### src/rtl/alu_pkg.sv
// Shared ALU definitions: sequencer state encoding and opcode constants
// used by alu, alu_seq and the SRP16 decoder.
package alu_pkg;

    typedef enum logic [2:0] {
        ST_IDLE = 3'd0,
        ST_LOAD = 3'd1,
        ST_EXEC = 3'd2,
        ST_READ = 3'd3,
        ST_RESP = 3'd4
    } seq_state_t;

    localparam logic [4:0] OP_NOP  = 5'b00000;
    localparam logic [4:0] OP_ADD  = 5'b00100;
    localparam logic [4:0] OP_SUB  = 5'b00101;
    localparam logic [4:0] OP_SHL1 = 5'b01000;
    localparam logic [4:0] OP_SHR1 = 5'b01001;

endpackage

### src/rtl/alu_seq_cnt.sv
// Loadable repeat down-counter with zero detect; saturates at zero so a
// stray decrement can never wrap to the maximum count.
module alu_seq_cnt #(
    parameter int CNTW = 4
) (
    input  logic            clk,
    input  logic            rst,
    input  logic            load,
    input  logic [CNTW-1:0] load_val,
    input  logic            dec,
    output logic [CNTW-1:0] value,
    output logic            zero
);

    logic [CNTW-1:0] rep_reg;

    always_ff @(posedge clk or posedge rst) begin
        if (rst) begin
            rep_reg <= '0;
        end else if (load) begin
            rep_reg <= load_val;
        end else if (dec && (rep_reg != '0)) begin
            rep_reg <= rep_reg - 1'b1;
        end
    end

    assign value = rep_reg;
    assign zero  = (rep_reg == '0);

endmodule

### src/rtl/alu_seq.sv
// Command sequencer for the accumulator ALU: load, execute opcode N times,
// read back, then hand the result over a valid/ready response port.
module alu_seq
    import alu_pkg::*;
#(
    parameter int W    = 16,
    parameter int OPW  = 5,
    parameter int CNTW = 4
) (
    input  logic            clk,
    input  logic            rst,
    input  logic            req_valid,
    output logic            req_ready,
    input  logic [OPW-1:0]  req_opcode,
    input  logic [W-1:0]    req_a,
    input  logic [W-1:0]    req_b,
    input  logic [CNTW-1:0] req_count,
    input  logic            req_keep,
    input  logic            req_upper,
    output logic            rsp_valid,
    input  logic            rsp_ready,
    output logic [W-1:0]    rsp_data,
    output logic            rsp_flag,
    output logic [OPW-1:0]  alu_opcode,
    output logic [W-1:0]    alu_operand,
    output logic            alu_read,
    output logic            alu_write,
    output logic            alu_writeu,
    input  logic [W-1:0]    alu_accout,
    input  logic            alu_flag
);

    seq_state_t      state_reg, state_next;
    logic [OPW-1:0]  opcode_reg;
    logic [W-1:0]    a_reg;
    logic [W-1:0]    b_reg;
    logic            upper_reg;
    logic [W-1:0]    rsp_data_reg;
    logic            rsp_flag_reg;

    logic            cnt_load;
    logic            cnt_dec;
    logic [CNTW-1:0] rep_value;
    logic            rep_zero;

    alu_seq_cnt #(.CNTW(CNTW)) u_cnt (
        .clk      (clk),
        .rst      (rst),
        .load     (cnt_load),
        .load_val (req_count),
        .dec      (cnt_dec),
        .value    (rep_value),
        .zero     (rep_zero)
    );

    always_ff @(posedge clk or posedge rst) begin
        if (rst) begin
            state_reg    <= ST_IDLE;
            opcode_reg   <= '0;
            a_reg        <= '0;
            b_reg        <= '0;
            upper_reg    <= 1'b0;
            rsp_data_reg <= '0;
            rsp_flag_reg <= 1'b0;
        end else begin
            state_reg <= state_next;
            if (state_reg == ST_IDLE && req_valid) begin
                opcode_reg <= req_opcode;
                a_reg      <= req_a;
                b_reg      <= req_b;
                upper_reg  <= req_upper;
            end
            if (state_reg == ST_READ) begin
                rsp_data_reg <= alu_accout;
                rsp_flag_reg <= alu_flag;
            end
        end
    end

    // ALU pins decode from the state register only, so nothing on the
    // request or response ports can reach them combinationally.
    always_comb begin
        state_next  = state_reg;
        req_ready   = 1'b0;
        rsp_valid   = 1'b0;
        alu_opcode  = '0;
        alu_operand = '0;
        alu_read    = 1'b0;
        alu_write   = 1'b0;
        alu_writeu  = 1'b0;
        cnt_load    = 1'b0;
        cnt_dec     = 1'b0;
        case (state_reg)
            ST_IDLE: begin
                req_ready = 1'b1;
                if (req_valid) begin
                    cnt_load   = 1'b1;
                    state_next = req_keep ? ST_EXEC : ST_LOAD;
                end
            end
            ST_LOAD: begin
                alu_opcode  = OPW'(OP_NOP);
                alu_operand = a_reg;
                alu_write   = ~upper_reg;
                alu_writeu  = upper_reg;
                state_next  = ST_EXEC;
            end
            ST_EXEC: begin
                alu_opcode  = opcode_reg;
                alu_operand = b_reg;
                if (rep_zero) begin
                    state_next = ST_READ;
                end else begin
                    cnt_dec = 1'b1;
                end
            end
            ST_READ: begin
                alu_read   = 1'b1;
                state_next = ST_RESP;
            end
            ST_RESP: begin
                rsp_valid = 1'b1;
                if (rsp_ready) begin
                    state_next = ST_IDLE;
                end
            end
            default: state_next = ST_IDLE;
        endcase
    end

    assign rsp_data = rsp_data_reg;
    assign rsp_flag = rsp_flag_reg;

endmodule

### config.mk
export PLATFORM = sky130hd
export DESIGN_NAME = alu_seq
export DESIGN_NICKNAME = d
export VERILOG_FILES = /design/src/rtl/alu_pkg.sv /design/src/rtl/alu_seq_cnt.sv /design/src/rtl/alu_seq.sv
export SDC_FILE = /design/constraint.sdc
export NUM_CORES = 1
export LEC_CHECK = 0
export ABC_AREA = 1
export BUFFER_PORTS_ARGS = -buffer_cell sky130_fd_sc_hd__buf_4
export CORE_AREA = 2 2 74 83
export CTS_CLUSTER_DIAMETER = 100
export DETAILED_ROUTE_END_ITERATION = 8
export DIE_AREA = 0 0 76 85
export PLACE_DENSITY = 0.84
export REMOVE_ABC_BUFFERS = 1
export SLEW_MARGIN = 40
export SYNTH_ARGS = -nofsm -noshare
export SYNTH_HDL_FRONTEND = slang
export SYNTH_HIERARCHICAL = 1
export SYNTH_SLANG_ARGS = --single-unit
export TNS_END_PERCENT = 1
### constraint.sdc
create_clock -name clk -period 5.19 [get_ports clk]
set_clock_uncertainty 0.2 [all_clocks]
set_input_delay 1.038 -clock clk [delete_from_list [all_inputs] [get_ports clk]]
set_output_delay 1.038 -clock clk [all_outputs]
set_load 0.02 [all_outputs]
=== Word-level counts from Yosys, hierarchy flattened ===
Index checks and enable logic that the tools add are counted.
W data, S select, Z words.

* Add/sub/neg operators: 1
* Muxes and demuxes: 18
* Bitwise operators: 1
* Equality and inequality tests: 7
* Reduce and logical (&&, ||, !) cells: 7

{| class="wikitable"
|+ Operators with widths
! operator !! count
|-
| $pmux W16 S2 || 1
|-
| $pmux W3 S5 || 1
|-
| $mux W1 || 9
|-
| $mux W3 || 3
|-
| $mux W4 || 2
|-
| $eq A3 B2 Y1 const B || 2
|-
| $ne A2 B2 Y1 const B || 3
|-
| $mux W5 || 1
|-
| $logic_not A4 Y1 || 1
|-
| $reduce_bool A4 Y1 || 1
|-
| $sub A4 B1 Y4 const B || 1
|-
| $eq A3 B1 Y1 const B || 1
|-
| $eq A3 B3 Y1 const B || 1
|-
| $logic_not A3 Y1 || 1
|-
| $reduce_and A3 Y1 || 1
|-
| $logic_and A1 B1 Y1 || 2
|-
| $mux W2 || 1
|-
| $reduce_bool A2 Y1 || 1
|-
| $not A1 Y1 || 1
|}

* Output and inout port bits: 43
* Input bits: 64
* Flip-flop bits (word level): 62

=== Longest topological paths before layout ===
* Word-level depth: 6
* Depth in mapped cells: 11
* Mapped depth without buffers: 10

=== Modules after synthesis ===
The synthesis kept the hierarchy.

{| class="wikitable"
|+ Modules (own cells, without submodules)
! module !! times used !! cells each !! area each (µm²)
|-
| alu_seq || 1 || 328 || 2,575.0
|-
| alu_seq_cnt || 1 || 47 || 299.0
|}

=== Worst setup path after synthesis ===
Ideal clock, no wire load.

* Path type: register to output
* Start: reg state_reg[2]
* End: out alu_operand[0]
* Path buffers: 1
* Required time: 3.952 ns
* Data arrival time: 1.369 ns
* Cell stages (with the launch flop): 5
* Slack: 2.583 ns
* Cell sequence: dfrtp_1 > inv_2 > nand3_1 > buf_2 > o21ai_0

* Longest elaborated chain between the ends: 2
* Elaborated cells on any way between the ends: 3

{| class="wikitable"
|+ Ends and longest elaborated chain
! element !! line !! text
|-
| from (decl) || alu_seq.sv:33 || <nowiki>seq_state_t state_reg, state_next;</nowiki>
|-
| from (signal assigned) || alu_seq.sv:66 || <nowiki>state_reg <= state_next;</nowiki>
|-
| $eq A3 B2 Y1 / $eq A3 B1 Y1 (equally long branches) || alu_seq.sv:93 || <nowiki>case (state_reg)</nowiki>
|-
| $pmux W16 S2 (*) || alu_seq.sv:93 ||
|-
| to (decl) || alu_seq.sv:25 || <nowiki>output logic [W-1:0] alu_operand,</nowiki>
|}

Every way passes the cells marked *; elsewhere a longest branch is shown, timed or not.

=== Worst setup path after layout ===
* Start: reg state_reg[1]
* End: out alu_operand[0]

Same word-level chain as after synthesis.

==> summary.txt <==
Route
  • DR WL met2: 3680 µm
  • Drt wl/cell: 12.5 µm
  • Final WL: 7000 µm
  • Final ANT Viol Nets: 0
  • Met1 Wirelength: 2810 µm
  • Drt initial violations: 181
  • Met3 wire len: 266 µm
  • DRC viols: 0
  • DR vias/cell: 4.72
  • Pre-antenna DRT Iters: 4
  • Top layer in use: met4
  • Vias post-DR: 2641

Clocking
  • CTS tree: built
  • Post-CTS resize count: 0
  • Clock transition at the registers of the reported paths: 0.07 ns
  • Clk_lat worst skew: 0.34 ns
  • Clk buf depth: 2
  • H-tree levels: 3
  • CTS Hold Buffers Added: 0
  • Clock root cell: clkbuf_8
  • Post-CTS setup buffer count: 0
  • Cts bufs inserted: 9
  • TritonCTS Sinks: 62

Floorplan
  • Row count: 29
  • Horiz. Die Dim: 76 µm
  • Die area: 0.00646 mm²
  • IO Pins: 107
  • Initial Util: 0.511
  • Core box area: 0.00562 mm²
  • Die Ht: 85 µm

Run status
  • Status: finished, final reports clean

Critical path
  • Critical path class: flop to primary output
  • CP Launch Type: flop
  • Required @ worst endpoint: 3.95 ns
  • Worst-path maximum fanout: 22
  • Worst Path Arrival: 2.25 ns
  • CP Capture Type: primary output

Power
  • Pleak: 2.21 nW
  • Pwr/cell area: 631 mW/mm²
  • VDD IR max: 0.355 mV
  • Total Power: 2.43 mW

Synth
  • Post-synthesis cell area: 0.00287 mm²
  • Synthesis Warnings: 6
  • Sequential element share of the synthesized area: 0.540
  • Syn Inst Count: 375
  • Post-synth cell types: 18
  • Seq cells post-synth: 62
  • Syn_area_per_cell: 7.66 µm²

Placed design
  • Placed Cells: 544
  • Cell area after placement: 0.00368 mm²
  • Post-DP HPWL: 4820 µm
  • Gpl congestion: 0.775
  • PortBufs: 106
  • Place WS: 2.04 ns

GRT
  • Antenna violations before repair: 0
  • Tot GR Track Use: 0.229
  • Largest net degree at the start of global routing: 59
  • Grt ovf: 0
  • Vias in the first global route: 2642
  • First-pass GRT wire length: 11800 µm

Final layout
  • Non-filler cells, final: 560
  • Core Util, Final: 0.685
  • Share of post-route cells with drive strength above 1: 0.282
  • Antenna Diode Count: 0
  • # fillers: 472
  • Storage cell area: 0.00155 mm²
  • Design area: 0.00385 mm²
  • Final-stage net count: 543
  • Syn-to-layout area delta: 34.0%
  • Multi-input logic area: 0.00108 mm²

STA
  • Final number of setup-violating endpoints: 0
  • Unrepaired setup endpoints after global routing: no
  • Fin worst setup slack: 1.70 ns
  • Slew margin rel.: 0.487
  • Sum Neg Setup Slack: 0 ns
  • Hold slack: 0.273 ns
  • Period minus WS final: 3.49 ns
  • Maximum clock rate: 287 MHz
  • Final Hold Viols: 0
  • Slew Viols, Final: 0
  • Final period utilization: 0.672
  • Worst slew pin tran: 0.768 ns

Min path
  • HP Class: flop to flop

Run
  • Max-cap violations: 0
==> layout make-up <==
type                    instances  area share
flip-flops and latches         62       0.403
repair buffers                107       0.209
multi-input cells             258       0.281
clock inverters                 4     0.00585
clock buffers                  12      0.0377
well taps                      77      0.0250
inverters                      40      0.0390
==> cell families (layout without fill, tap and decap cells) <==
family / after synthesis / after routing / share of synthesized area
AND/OR/NAND/NOR: 237 / 237 / 0.336
flip-flops: 62 / 62 / 0.540
buffers and inverters: 55 / 163 / 0.0840
AO/OA/AOI/OAI: 20 / 20 / 0.0357
adder cells (fa/ha/maj): 1 / 1 / 0.00435
==> cell usage in the layout, fill, tap and decap left out <==
cell type,netlist,layout
buf_4,0,107
clkbuf_1,2,2
clkbuf_8,0,10
clkinv_1,1,1
clkinv_2,0,3
clkinvlp_4,0,1
dfrtp_1,62,62
ha_1,1,1
inv_1,34,33
inv_2,5,6
nand2_1,190,190
nand2_2,3,3
nand2_4,1,1
nand3_1,24,24
nand3b_1,3,3
nor2_1,12,11
nor2_2,2,3
nor2_4,2,2
o21ai_0,19,19
o21bai_1,1,1
==> cells in the mapped netlist <==
cell type	number	area, µm²
nand2_1	190	713
dfrtp_1	62	1550
inv_1	34	128
nand3_1	24	120
o21ai_0	19	95.1
nor2_1	12	45.0
buf_2	10	50.1
inv_2	5	18.8
buf_6	3	33.8
nand2_2	3	18.8
nand3b_1	3	22.5
clkbuf_1	2	7.51
nor2_2	2	12.5
nor2_4	2	22.5
clkinv_1	1	3.75
ha_1	1	12.5
nand2_4	1	11.3
o21bai_1	1	7.51
==> path summary, 6_finish.rpt <==
path                                         endpoint                startpoint  slack [ns]  cells after the start
max reg2reg                u_cnt/value[3]$_DFFE_PP0P_  state_reg[1]$_DFFE_PP0P_        2.09                     10
max in group asynchronous   opcode_reg[0]$_DFFE_PP0P_                       rst        3.60                      3
min in group asynchronous  u_cnt/value[1]$_DFFE_PP0P_                       rst        0.39                      2
min reg2reg                   rsp_data[4]$_DFFE_PP0P_   rsp_data[4]$_DFFE_PP0P_        0.27                      2
min                           rsp_data[4]$_DFFE_PP0P_   rsp_data[4]$_DFFE_PP0P_        0.27                      2
max                                    alu_operand[0]  state_reg[1]$_DFFE_PP0P_        1.70                      4
==> critical path, cell delays in order (launching register included) <==
cell and delay [ns]:
dfrtp_1 0.66, inv_1 0.18, nand3_1 0.44, o21ai_0 0.42, buf_4 0.20
==> where the power goes <==
| group | internal, mW | total [mW] | switching [mW] |
|---|---|---|---|
| combinational | 0.454 | 1.18 | 0.731 |
| clock | 0.184 | 0.368 | 0.184 |
| sequential | 0.716 | 0.879 | 0.163 |
==> per-layer routing <==
layer / global-route usage / up-vias
li1: - / 1335
met1: 0.270 / 1214
met2: 0.394 / 74
met3: 0.0457 / 18
met4: 0.131 / 0
met5: 0 / -
Note: power is estimated with default switching activity, not from simulation.
